--- src/rtl/muldiv_unit.sv ---
`default_nettype none
// ============================================================================
// muldiv_unit : iterative MULT/MULTU/DIV/DIVU with HI/LO registers
// Revision    : 1.0
// ============================================================================
module muldiv_unit #(
  parameter int WIDTH = 32
) (
  input  logic             clk,
  input  logic             rst,
  input  logic             start,
  input  logic [1:0]       op,
  input  logic [WIDTH-1:0] a,
  input  logic [WIDTH-1:0] b,
  input  logic             hi_we,
  input  logic             lo_we,
  input  logic [WIDTH-1:0] wdata,
  output logic             busy,
  output logic             done,
  output logic [WIDTH-1:0] hi,
  output logic [WIDTH-1:0] lo
);

  localparam int CW = $clog2(WIDTH + 1);

  typedef enum logic [1:0] {
    IDLE = 2'd0,
    CALC = 2'd1,
    FIX  = 2'd2
  } state_t;

  state_t               state;
  logic [CW-1:0]        cnt;
  logic                 is_div;
  logic                 neg_q;
  logic                 neg_r;
  logic [WIDTH-1:0]     a_orig;
  logic [WIDTH-1:0]     addend;
  logic [2*WIDTH-1:0]   acc;
  logic [WIDTH-1:0]     rem;

  logic [WIDTH-1:0]     mag_a;
  logic [WIDTH-1:0]     mag_b;
  logic [WIDTH:0]       mul_sum;
  logic [WIDTH:0]       shifted;
  logic [WIDTH:0]       diff;
  logic                 ge;
  logic [2*WIDTH-1:0]   prod_neg;
  logic                 b_zero;

  always_comb begin
    mag_a    = (op[0] && a[WIDTH-1]) ? -a : a;
    mag_b    = (op[0] && b[WIDTH-1]) ? -b : b;
    // Multiplier bits of B sit in the low half of acc and shift out one per cycle
    mul_sum  = {1'b0, acc[2*WIDTH-1:WIDTH]} + (acc[0] ? {1'b0, addend} : '0);
    shifted  = {rem, acc[WIDTH-1]};
    diff     = shifted - {1'b0, addend};
    ge       = ~diff[WIDTH];
    prod_neg = -acc;
    b_zero   = (addend == '0);
  end

  always_ff @(posedge clk or posedge rst) begin
    if (rst) begin
      state  <= IDLE;
      cnt    <= '0;
      hi     <= '0;
      lo     <= '0;
      busy   <= 1'b0;
      done   <= 1'b0;
      is_div <= 1'b0;
      neg_q  <= 1'b0;
      neg_r  <= 1'b0;
      a_orig <= '0;
      addend <= '0;
      acc    <= '0;
      rem    <= '0;
    end else begin
      done <= 1'b0;
      case (state)
        IDLE: begin
          if (hi_we) hi <= wdata;
          if (lo_we) lo <= wdata;
          if (start) begin
            state  <= CALC;
            cnt    <= CW'(WIDTH);
            busy   <= 1'b1;
            is_div <= op[1];
            neg_q  <= op[0] & (a[WIDTH-1] ^ b[WIDTH-1]);
            neg_r  <= op[0] & a[WIDTH-1];
            a_orig <= a;
            rem    <= '0;
            if (op[1]) begin
              addend <= mag_b;
              acc    <= {{WIDTH{1'b0}}, mag_a};
            end else begin
              addend <= mag_a;
              acc    <= {{WIDTH{1'b0}}, mag_b};
            end
          end
        end
        CALC: begin
          cnt <= cnt - CW'(1);
          if (is_div) begin
            rem <= ge ? diff[WIDTH-1:0] : shifted[WIDTH-1:0];
            acc <= {acc[2*WIDTH-1:WIDTH], acc[WIDTH-2:0], ge};
          end else begin
            acc <= {mul_sum, acc[WIDTH-1:1]};
          end
          if (cnt == CW'(1)) state <= FIX;
        end
        FIX: begin
          state <= IDLE;
          busy  <= 1'b0;
          done  <= 1'b1;
          if (!is_div) begin
            {hi, lo} <= neg_q ? prod_neg : acc;
          end else if (b_zero) begin
            // Divide by zero reports all-ones quotient and the raw dividend
            lo <= '1;
            hi <= a_orig;
          end else begin
            lo <= neg_q ? prod_neg[WIDTH-1:0] : acc[WIDTH-1:0];
            hi <= neg_r ? -rem : rem;
          end
        end
        default: state <= IDLE;
      endcase
    end
  end

endmodule
`default_nettype wire

--- config.mk ---
export PLATFORM = sky130hd
export DESIGN_NAME = muldiv_unit
export DESIGN_NICKNAME = d
export VERILOG_FILES = /design/src/rtl/muldiv_unit.sv
export SDC_FILE = /design/constraint.sdc
export NUM_CORES = 1
export LEC_CHECK = 0
export ABC_AREA = 1
export CORE_ASPECT_RATIO = 1.5
export CORE_MARGIN = 5
export CORE_UTILIZATION = 65
export CTS_CLUSTER_SIZE = 40
export DETAILED_ROUTE_END_ITERATION = 7
export DONT_BUFFER_PORTS = 1
export PLACE_DENSITY = 0.82
export SLEW_MARGIN = 20
export SYNTH_ARGS = -nofsm -noshare
export SYNTH_HDL_FRONTEND = slang
export SYNTH_SLANG_ARGS = --single-unit
--- constraint.sdc ---
create_clock -name clk -period 21.7 [get_ports clk]
set_input_delay 2.17 -clock clk [delete_from_list [all_inputs] [get_ports clk]]
set_output_delay 2.17 -clock clk [all_outputs]
set_load 0.1 [all_outputs]
== Word level (Yosys, flattened, before mapping) ==
Cells that the tools add are included.

* Register bits after elaboration: 237

* Reductions and logical operators: 14
* Add/sub/neg operators: 7
* Multiplexer cells: 31
* Equal/unequal tests: 9
* Bitwise logic cells: 4

{| class="wikitable"
|+ Operators by type and width
! operator !! number
|-
| two-way mux 32 bit || 16
|-
| two-way mux 64 bit || 3
|-
| case mux 32 bit (2 select lines) || 3
|-
| case mux 64 bit (2 select lines) || 1
|-
| negator 32 bit || 3
|-
| negator 64 bit || 1
|-
| adder 32 x 32 -> 33 bit || 1
|-
| subtractor 33 x 32 -> 33 bit || 1
|-
| zero test 32 bit || 1
|-
| inequality test 2 bit (second input constant) || 6
|-
| case mux 6 bit (2 select lines) || 1
|-
| AND reduction 2 bit || 6
|-
| == test 6 x 1 -> 1 bit (second input constant) || 1
|-
| two-way mux 6 bit || 1
|-
| AND reduction 3 bit || 2
|-
| subtractor 6 x 1 -> 6 bit (second input constant) || 1
|-
| two-way mux 2 bit || 2
|-
| case mux 2 bit (2 select lines) || 1
|-
| nonzero test 2 bit || 2
|-
| AND 1 bit || 2
|-
| == test 2 x 1 -> 1 bit (second input constant) || 1
|-
| == test 2 bit (second input constant) || 1
|-
| logical AND 1 bit || 2
|-
| zero test 2 bit || 1
|-
| 4 further kinds || 5
|}

== Depth between registers and ports, before layout ==
Gate-level depths: netlist of run 1.

* Depth after elaboration: 5
* Mapped depth: 18
* Gate-level depth less buffers: 17

== Worst setup path after synthesis of run 1 ==
Ideal clock, no wire load.

* Path type: input -> register
* Start: in b[0]
* End: reg addend[24]
* Arrival: 3389 ps
* Data required time: 21569 ps
* Stages: 8
* Path slack: 18179 ps
* Library setup time: 131 ps
* Cells stage by stage: inv_1 > ha_1 > nand3_1 > nor2_2 > nand4_1 > nand3_1 > a21oi_1 > or3_1

* Word-level cells in the longest chain between the ends: 3

{| class="wikitable"
|+ RTL lines
! what !! line !! RTL
|-
| start: declaration || 14 || <nowiki>input logic [WIDTH-1:0] b,</nowiki>
|-
| negator 32 bit || 53 || <nowiki>mag_b = (op[0] && b[WIDTH-1]) ? -b : b;</nowiki>
|-
| two-way mux 32 bit || 53 ||
|-
| two-way mux 32 bit || 93 || <nowiki>if (op[1]) begin</nowiki>
|-
| end signal: assignment || 94 || <nowiki>addend <= mag_b;</nowiki>
|-
| end signal: assignment || 97 || <nowiki>addend <= mag_a;</nowiki>
|-
| end: declaration || 38 || <nowiki>logic [WIDTH-1:0] addend;</nowiki>
|}

Every way passes these cells.
A chain may end at the register's enable or synchronous reset.

== Final worst setup path of run 1 ==
* Start: in op[1]
* End: reg addend[30]

* Word-level cells in the longest chain between the ends: 1

{| class="wikitable"
|+ RTL lines
! what !! line !! RTL
|-
| start: declaration || 12 || <nowiki>input logic [1:0] op,</nowiki>
|-
| two-way mux 32 bit || 93 ||
|}

Every way passes these cells.

==> results of run 1 <==
[cells by family after synthesis]
family	after synthesis	synth area share [%]
xor gates and xnor gates	80	3.400
adders and majority gates	72	4.444
buffers and inverters	520	10.02
and+or+nand+nor	1883	38.10
DFF	237	28.78
AOI/OAI and AO/OA	546	15.26
[sequential cells by signal, indices dropped and copies added, names as in the netlist]
name	cells
addend	32
cnt	6
busy	1
neg_q	1
a_orig	32
lo	32
acc	64
neg_r	1
hi	32
rem	32
is_div	1
done	1
state	2
[per-stage QoR]
stage | power [mW] | instances | setup WS, ns
6_report | 0.9595 | 3692 | 17.20
5_1_grt | 0.9780 | 3692 | 17.00
4_1_cts | 0.9547 | 3692 | 17.34
3_5_place_dp | 0.5018 | 3647 | 16.78
3_3_place_gp | 0.5010 | 3647 | 16.90
2_1_floorplan | 0.4875 | 3338 | 13.03
[power groups by stage]
stage / Sequential, mW / Clock, mW / Combinational (mW)
floorplan: 0.450 / 0 / 0.0374
global placement: 0.450 / 0 / 0.0510
detailed placement: 0.450 / 0 / 0.0518
CTS: 0.442 / 0.461 / 0.0521
global route: 0.441 / 0.478 / 0.0586
finish: 0.442 / 0.465 / 0.0533
[synthesized netlist by cell type, types with 15 or more instances]
library cell,number,area (um^2)
sky130_fd_sc_hd__clkbuf_1,63,236.5
sky130_fd_sc_hd__nor2_1,435,1633
sky130_fd_sc_hd__nand2_1,993,3727
sky130_fd_sc_hd__o21ai_1,28,140.1
sky130_fd_sc_hd__xor2_1,68,595.6
sky130_fd_sc_hd__o221ai_1,18,157.7
sky130_fd_sc_hd__nand2_2,18,112.6
sky130_fd_sc_hd__buf_2,26,130.1
sky130_fd_sc_hd__nand4_1,36,225.2
sky130_fd_sc_hd__a21oi_1,206,1031
sky130_fd_sc_hd__nor3_1,18,90.09
sky130_fd_sc_hd__nand3_1,321,1607
sky130_fd_sc_hd__ha_1,70,875.8
sky130_fd_sc_hd__inv_1,388,1456
sky130_fd_sc_hd__nor2_2,21,131.4
sky130_fd_sc_hd__a221oi_1,30,262.8
sky130_fd_sc_hd__buf_1,15,56.30
sky130_fd_sc_hd__o211ai_1,20,150.1
sky130_fd_sc_hd__a22oi_1,22,165.2
sky130_fd_sc_hd__dfrtp_1,237,5931
sky130_fd_sc_hd__o21ai_0,169,845.8
[worst paths after layout]
kind | slack, ns | cells after the start | endpoint
worst max-delay path | 17.20 | 6 | addend[30]
worst min-delay path | 0.49 | 2 | a_orig[30]
worst max register to register | 18.35 | 8 | hi[24]
worst min register to register | 0.49 | 2 | a_orig[30]
max in group asynchronous | 18.66 | 2 | neg_q
min in group asynchronous | 1.52 | 1 | acc[58]
[area by class of cell]
cell class,instances,share of cell area [%]
Multi-Input combinational cell,2581,58.58
Sequential cell,237,27.47
Inverter,405,7.081
Clock buffer,34,3.239
Tap cell,410,2.376
Clock inverter,11,0.7533
Timing Repair Buffer,14,0.5041
[routing by layer]
metal,part of all wire (%),vias up,wire (um)
met1,33,10835,27190
met4,11,0,9189
met5,0,-,0
met3,11,464,9012
li1,-,10684,-
met2,45,1709,36840
[critical path, cell delays in order]
cell,delay (ns)
sky130_fd_sc_hd__clkinv_1,0.71
sky130_fd_sc_hd__nor2_2,0.79
sky130_fd_sc_hd__clkinv_1,0.78
sky130_fd_sc_hd__a21oi_1,0.33
sky130_fd_sc_hd__a21oi_1,0.05
sky130_fd_sc_hd__o21ai_0,0.10
==> impl_summary.txt, run 1 <==
----------------------------------------------------
[Outcome]
  Failing checks ... DRC
  Run status ... finished with violations

[Cells and area]
  Number of antenna diodes ... 0
  Total number of nets in the final design ... between 3000 and 4000
  Total non-filler cell area in the finished layout ... ~22000 um^2
  Share of layout cells above drive strength 1 ... a little over 4%
  Commonest cells after routing, fill and taps aside ... 992 x sky130_fd_sc_hd__nand2_1, 432 x sky130_fd_sc_hd__nor2_1, 387 x sky130_fd_sc_hd__inv_1, 321 x sky130_fd_sc_hd__nand3_1, 236 x sky130_fd_sc_hd__dfrtp_1
  Area of combinational cells with multiple inputs ... around 13000 um^2
  Layout Area Growth over Synthesis ... 4.772%
  Share of the core filled with cells in the final layout ... between 60% and 70%
  Footprint of the flip-flops and latches ... ~6000 um^2
  Commonest non-fill, non-tap cell in the layout ... sky130_fd_sc_hd__nand2_1
  Fill cells ... ~2800

[Routing]
  Residual antenna-violating net count after detailed routing ... 0
  Total number of vias ... between 20000 and 25000
  Iter 0 DRT Violations ... about 3700
  Routed wirelength normalized by instance count ... between 20 and 25 um
  Total DRC errors in the routed layout ... 8
  Number of iterations in the first detailed-routing pass ... 8
  Overall routed net length ... ~80000 um
  Routed via count divided by cell count ... 6.417

[Critical path]
  Data arrival time at the worst-slack endpoint ... about 5 ns
  Worst flop-to-flop path startpoint ... is_div
  Critical path endpoint category ... register
  Worst-path maximum fanout ... 36
  Worst Path Required ... around 22 ns
  Worst Setup Path Type ... primary input to register
  Startpoint type of the worst setup path ... primary input
  Crit. Startpoint ... op[1]

[STA]
  Total Negative Setup Slacks ... 0 ns
  Pin slew with the least headroom to its limit ... 1.166 ns
  Final Max Slew Viols ... 0
  Relative max-transition margin ... approximately 22%
  Unrepaired setup endpoints after global routing ... false
  Count of final setup violators ... 0
  Final hold slack ... 0.4882 ns
  Hold Vio Cnt, Final ... 0
  Share of the clock period used by the worst path ... 20.75%
  Max Clock Skew ... around 0.013 ns
  Maximum operating frequency ... between 200 and 250 MHz
  Final Critical Period ... 4.502 ns

[Clock tree]
  Number of resized instances in the post-cts repair step ... 0
  TritonCTS clock tree ... built
  Clock Latency Late Sink ... around 0.57 ns
  Worst-case clock buffer depth ... 3
  Total clock buffers created by CTS ... 25
  Cell chosen for the clock root ... sky130_fd_sc_hd__clkbuf_16
  Buffers inserted by post-CTS timing repair ... 0
  Clock slew seen by the registers of the worst setup and hold paths ... about 0.07 ns
  Number of clock sinks ... ~240
  Number of levels in the clock H-tree ... 1
  Post-CTS Hold Fix Bufs ... 0

[Floorplanning]
  Total number of placement rows ... 80
  Die Span X ... ~160 um
  Die area ... 35440 um^2
  Core footprint ... ~32000 um^2
  Boundary Pins ... about 170
  Die Ht ... 228.1 um
  Initial core utilization ... ~65%

[Power and ir drop]
  Part of the power in the clock network ... 48.4%
  Worst vdd ir ... roughly 0.053 mV
  Power per cell area ... 44.44 nW/um^2
  Cell internal pwr ... about 720 uW
  Combinational share of power ... under 10%
  Net Switching ... about 240 uW
  Switching portion of total power ... roughly 25%
  Register share of total power ... a little under half
  Leakage power ... roughly 12 nW

[Place]
  Gpl congestion ... approximately 1.1
  Port Buffers ... 0
  HPWL after detailed placement ... 64200 um
  Placement-stage cell area ... between 20000 and 25000 um^2

[Synth]
  Yosys Warn Count ... 0
  Register bit count reported by yosys ... around 240
  Gate count after technology mapping ... approximately 3300
  Count of cell types in the netlist ... 52
  Register area share after synthesis ... between 20 and 30%
  Prevailing post-synth register cell ... sky130_fd_sc_hd__dfrtp_1
  Post-synthesis instance area ... just over 20000 um^2
  Post-Syn Nets ... approximately 3500
  Async set or reset register ratio after synthesis ... 100.0%
  Average cell area after synthesis ... around 6.2 um^2
  Number of synthesized flops with an enable pin ... 0

[GRT]
  Pin count of the biggest net entering global routing ... 86
  Antenna violations before repair ... 0
  Met3 track demand over resource in global routing ... around a tenth
  Vias in the first global route ... 22330
  Met1 usage ... between 50 and 60%
  Most used routing layer ... met2
  Total congestion overflow after global routing ... 0
  Global Route met2 Usage ... ~70%
  Global-route wire length before repair ... approximately 120000 um
  Total GRT Usage ... between 40% and 50%

[Flow run]
  Max-capacitance violation count ... 0

[Min path]
  Hold Crit Start ... a_orig[30]
  Type of the worst min-delay path ... register to register

----------------------------------------------------
(Power assumes the default switching activity.)
==> run 2: changes to the inputs <==
--- a/config.mk
+++ b/config.mk
@@ -5,7 +5,7 @@
 export SDC_FILE = /design/constraint.sdc
 export NUM_CORES = 1
 export LEC_CHECK = 0
-export ABC_AREA = 1
+export ABC_AREA = 0
 export CORE_ASPECT_RATIO = 1.5
 export CORE_MARGIN = 5
 export CORE_UTILIZATION = 65
==> constraint.sdc (replaced) <==
create_clock -name clk -period 4.65 [get_ports clk]
set_input_delay 0.465 -clock clk [delete_from_list [all_inputs] [get_ports clk]]
set_output_delay 0.465 -clock clk [all_outputs]
set_load 0.1 [all_outputs]
==> impl_summary.txt, run 2 <==
----------------------------------------------------
[Outcome]
  Run status ... completed

[Cells and area]
  Commonest non-fill, non-tap cell in the layout ... sky130_fd_sc_hd__nand2_1
  Area of combinational cells with multiple inputs ... around 11000 um^2
  Share of layout cells above drive strength 1 ... under 10%
  Layout Area Growth over Synthesis ... 5.852%
  Total non-filler cell area in the finished layout ... approximately 19000 um^2
  Number of flip-flops under the largest register name ... 64
  Commonest cells after routing, fill and taps aside ... 359 x sky130_fd_sc_hd__nand2_1, 245 x sky130_fd_sc_hd__o21ai_0, 235 x sky130_fd_sc_hd__dfrtp_1, 183 x sky130_fd_sc_hd__nor2_1, 147 x sky130_fd_sc_hd__a21oi_1
  Fill cells ... roughly 2300
  Footprint of the flip-flops and latches ... between 5000 and 6000 um^2
  Total number of nets in the final design ... 2338
  Number of antenna diodes ... 0
  Share of the core filled with cells in the final layout ... between 60% and 70%
  Largest register by flop count ... acc

[STA]
  Relative max-transition margin ... between 20% and 30%
  Max Clock Skew ... approximately 0.015 ns
  Pin slew with the least headroom to its limit ... between 1 and 1.5 ns
  Final Critical Period ... a little under 4 ns
  Maximum operating frequency ... 252.0 MHz
  Unrepaired setup endpoints after global routing ... false
  Count of final setup violators ... 0
  Worst path setup slack after routing ... 0.6810 ns
  Total Negative Setup Slacks ... 0 ns
  Hold Vio Cnt, Final ... 0
  Final Max Slew Viols ... 0
  Share of the clock period used by the worst path ... between 80% and 90%

[Routing]
  Routed via count divided by cell count ... approximately 6.8
  Total routed wire length on the met1 layer ... about 22000 um
  Residual antenna-violating net count after detailed routing ... 0
  Routed wirelength normalized by instance count ... between 20 and 25 um
  Total number of vias ... between 15000 and 20000
  Detailed route wirelength on metal2 ... roughly 29000 um
  Iter 0 DRT Violations ... approximately 1700
  Number of iterations in the first detailed-routing pass ... 6
  Met3 WL ... between 4000 and 5000 um
  Top routing layer in use ... met4
  Overall routed net length ... 62060 um
  Total DRC errors in the routed layout ... 0

[Synth]
  Share of the synthesized area in the top cell type ... roughly 33%
  Number of synthesized flops with an enable pin ... 0
  Register bit count reported by yosys ... between 200 and 250
  Post-synthesis instance area ... 17900 um^2
  Post-Syn Nets ... 2417
  Leading cell type by number of instances after synthesis ... sky130_fd_sc_hd__nand2_1
  Prevailing post-synth register cell ... sky130_fd_sc_hd__dfrtp_1
  Yosys Warn Count ... 0
  Count of cell types in the netlist ... 81
  Async set or reset register ratio after synthesis ... 100.0%
  Top cell types by occurrence after synthesis ... 360 x sky130_fd_sc_hd__nand2_1, 245 x sky130_fd_sc_hd__o21ai_0, 237 x sky130_fd_sc_hd__dfrtp_1
  Ranking of synthesized cells by area ... sky130_fd_sc_hd__dfrtp_1 33%, sky130_fd_sc_hd__nand2_1 7.6%, sky130_fd_sc_hd__o21ai_0 6.9%, sky130_fd_sc_hd__ha_1 4.9%, sky130_fd_sc_hd__xnor2_1 4.7%
  Average cell area after synthesis ... 7.982 um^2
  Gate count after technology mapping ... 2242
  Leading area contributor after synthesis ... sky130_fd_sc_hd__dfrtp_1
  Register area share after synthesis ... roughly 33%

[Floorplanning]
  Die Ht ... about 210 um
  Core footprint ... roughly 27000 um^2
  Die Span X ... about 150 um
  Total number of placement rows ... between 70 and 80
  Boundary Pins ... about 170
  Die area ... between 30000 and 40000 um^2
  Initial core utilization ... about two thirds

[Clock tree]
  Buffers inserted by post-CTS timing repair ... 0
  Worst-case clock buffer depth ... 3
  Clock slew seen by the registers of the worst setup and hold paths ... 0.07 ns
  Clock Latency Late Sink ... 0.55 ns
  Number of resized instances in the post-cts repair step ... 0
  Cell chosen for the clock root ... sky130_fd_sc_hd__clkbuf_16
  TritonCTS clock tree ... built
  Number of levels in the clock H-tree ... 1
  Number of clock sinks ... 237
  Total clock buffers created by CTS ... 25

[GRT]
  Antenna violations before repair ... 1
  Global-route wire length before repair ... about 95000 um
  Pin count of the biggest net entering global routing ... around 140
  Total congestion overflow after global routing ... 0
  Vias in the first global route ... 16318
  Total GRT Usage ... about two fifths

[Critical path]
  Worst flop-to-flop path startpoint ... acc[31]
  Startpoint type of the worst setup path ... register
  Worst-path maximum fanout ... slightly above 40
  Worst Setup Path Type ... register to register
  Worst-case register-to-register setup slack ... 0.68 ns
  Data arrival time at the worst-slack endpoint ... approximately 4.4 ns
  Worst Path Required ... 5.10 ns
  Worst Reg2Reg Path Length in Cells ... 13
  Critical path endpoint category ... register
  Critical register-to-register path endpoint ... rem[1]

[Power and ir drop]
  Power per cell area ... ~900 nW/um^2
  Worst vdd ir ... 1.447 mV
  Leakage power ... about 8 nW

[Place]
  Port Buffers ... 0
  Placement Setup Slack ... 0.7678 ns
  Gpl congestion ... 1.049
  HPWL after detailed placement ... 47800 um
  Placement-stage cell area ... ~18000 um^2

[Min path]
  End of the worst hold path ... a_orig[14]
  Type of the worst min-delay path ... primary input to register
  Depth of the worst hold-timing path ... 2
  Hold Crit Start ... a[14]

[Flow run]
  Max-capacitance violation count ... 0

----------------------------------------------------
## run 2: cell count changes after synthesis, moves of 28 or more
cell	previous run	this run
sky130_fd_sc_hd__o21ai_0	169	245
sky130_fd_sc_hd__nand2_1	993	360
sky130_fd_sc_hd__o22ai_1	13	46
sky130_fd_sc_hd__xnor2_1	12	97
sky130_fd_sc_hd__a21oi_1	206	147
sky130_fd_sc_hd__inv_1	388	79
sky130_fd_sc_hd__o31ai_1	10	42
sky130_fd_sc_hd__clkbuf_1	63	112
sky130_fd_sc_hd__nor2_1	435	186
sky130_fd_sc_hd__or3_1	2	30
sky130_fd_sc_hd__nand3_1	321	27
sky130_fd_sc_hd__mux2i_1	0	70
## run 2: per-stage QoR
stage          hold slack, ns  power, mW  cells
3_5_place_dp           0.4615      15.16   2476
4_1_cts               0.01525      17.34   2522
3_3_place_gp           0.4591      14.93   2476
2_1_floorplan          0.4404      12.53   2242
5_1_grt               0.03259      18.60   2523
6_report              0.02563      17.55   2523
## run 2: layout make-up
| class | count | area share [%] |
|---|---|---|
| clock inverter | 13 | 0.9643 |
| timing repair buffer | 27 | 1.281 |
| inverter | 80 | 1.605 |
| multi-input combinational | 1792 | 58.96 |
| tap | 342 | 2.259 |
| clock buffer | 32 | 3.600 |
| sequential | 237 | 31.33 |
## run 2: worst max-delay path: stages, from the launching register on
cell                        delay [ns]
sky130_fd_sc_hd__dfrtp_1          0.46
sky130_fd_sc_hd__inv_1            0.12
sky130_fd_sc_hd__ha_1             0.22
sky130_fd_sc_hd__fa_1             0.38
sky130_fd_sc_hd__nand2b_1         0.20
sky130_fd_sc_hd__a21oi_1          0.26
sky130_fd_sc_hd__o31ai_1          0.18
sky130_fd_sc_hd__a2111oi_2        0.48
sky130_fd_sc_hd__o211ai_1         0.23
sky130_fd_sc_hd__a21oi_1          0.15
sky130_fd_sc_hd__nand4bb_2        0.15
sky130_fd_sc_hd__buf_4            0.50
sky130_fd_sc_hd__mux2_2           0.40
sky130_fd_sc_hd__o21ai_0          0.13
## run 2: worst max path at each step
| stage | start | to | depth (start not counted) |
|---|---|---|---|
| 6_report | acc[31] | rem[1] | 13 |
| 5_1_grt | acc[31] | rem[1] | 13 |
| 2_1_floorplan | rst | a_orig[0] | 1 |
| 4_1_cts | acc[31] | rem[1] | 13 |
| 3_3_place_gp | acc[31] | rem[1] | 13 |
| 3_5_place_dp | acc[31] | rem[1] | 13 |
## run 2: power by group
part           switching [mW]  internal (mW)  leakage, nW  total [mW]
registers                3.26           3.02         2.93        6.28
clock network           0.901           1.26        0.412        2.16
logic                    5.52           3.58         4.81        9.10
## run 2: kinds of logic (layout without fill, tap and decap cells)
group / Yosys count / count (layout) / share of synthesized area [%]
muxes: 80 / 80 / 4.545
adders and majority gates: 72 / 72 / 5.118
DFF: 237 / 237 / 33.14
AOI/OAI and AO/OA: 682 / 682 / 23.67
xor gates and xnor gates: 190 / 190 / 9.299
and+or+nand+nor: 768 / 768 / 19.57
buffers and inverters: 213 / 152 / 4.663
## run 2: repair_timing
item                                    4_1_cts  5_1_grt
hold buffers                                  1        0
endpoints found under the setup margin        0        0
hold endpoints to repair                     28        0
## run 2: metal layers
metal | global-route usage, % | up-vias
li1 | - | 7856
met1 | 44.22 | 8140
met2 | 63.50 | 906
met3 | 5.945 | 275
met4 | 34.95 | 0
met5 | 0 | -
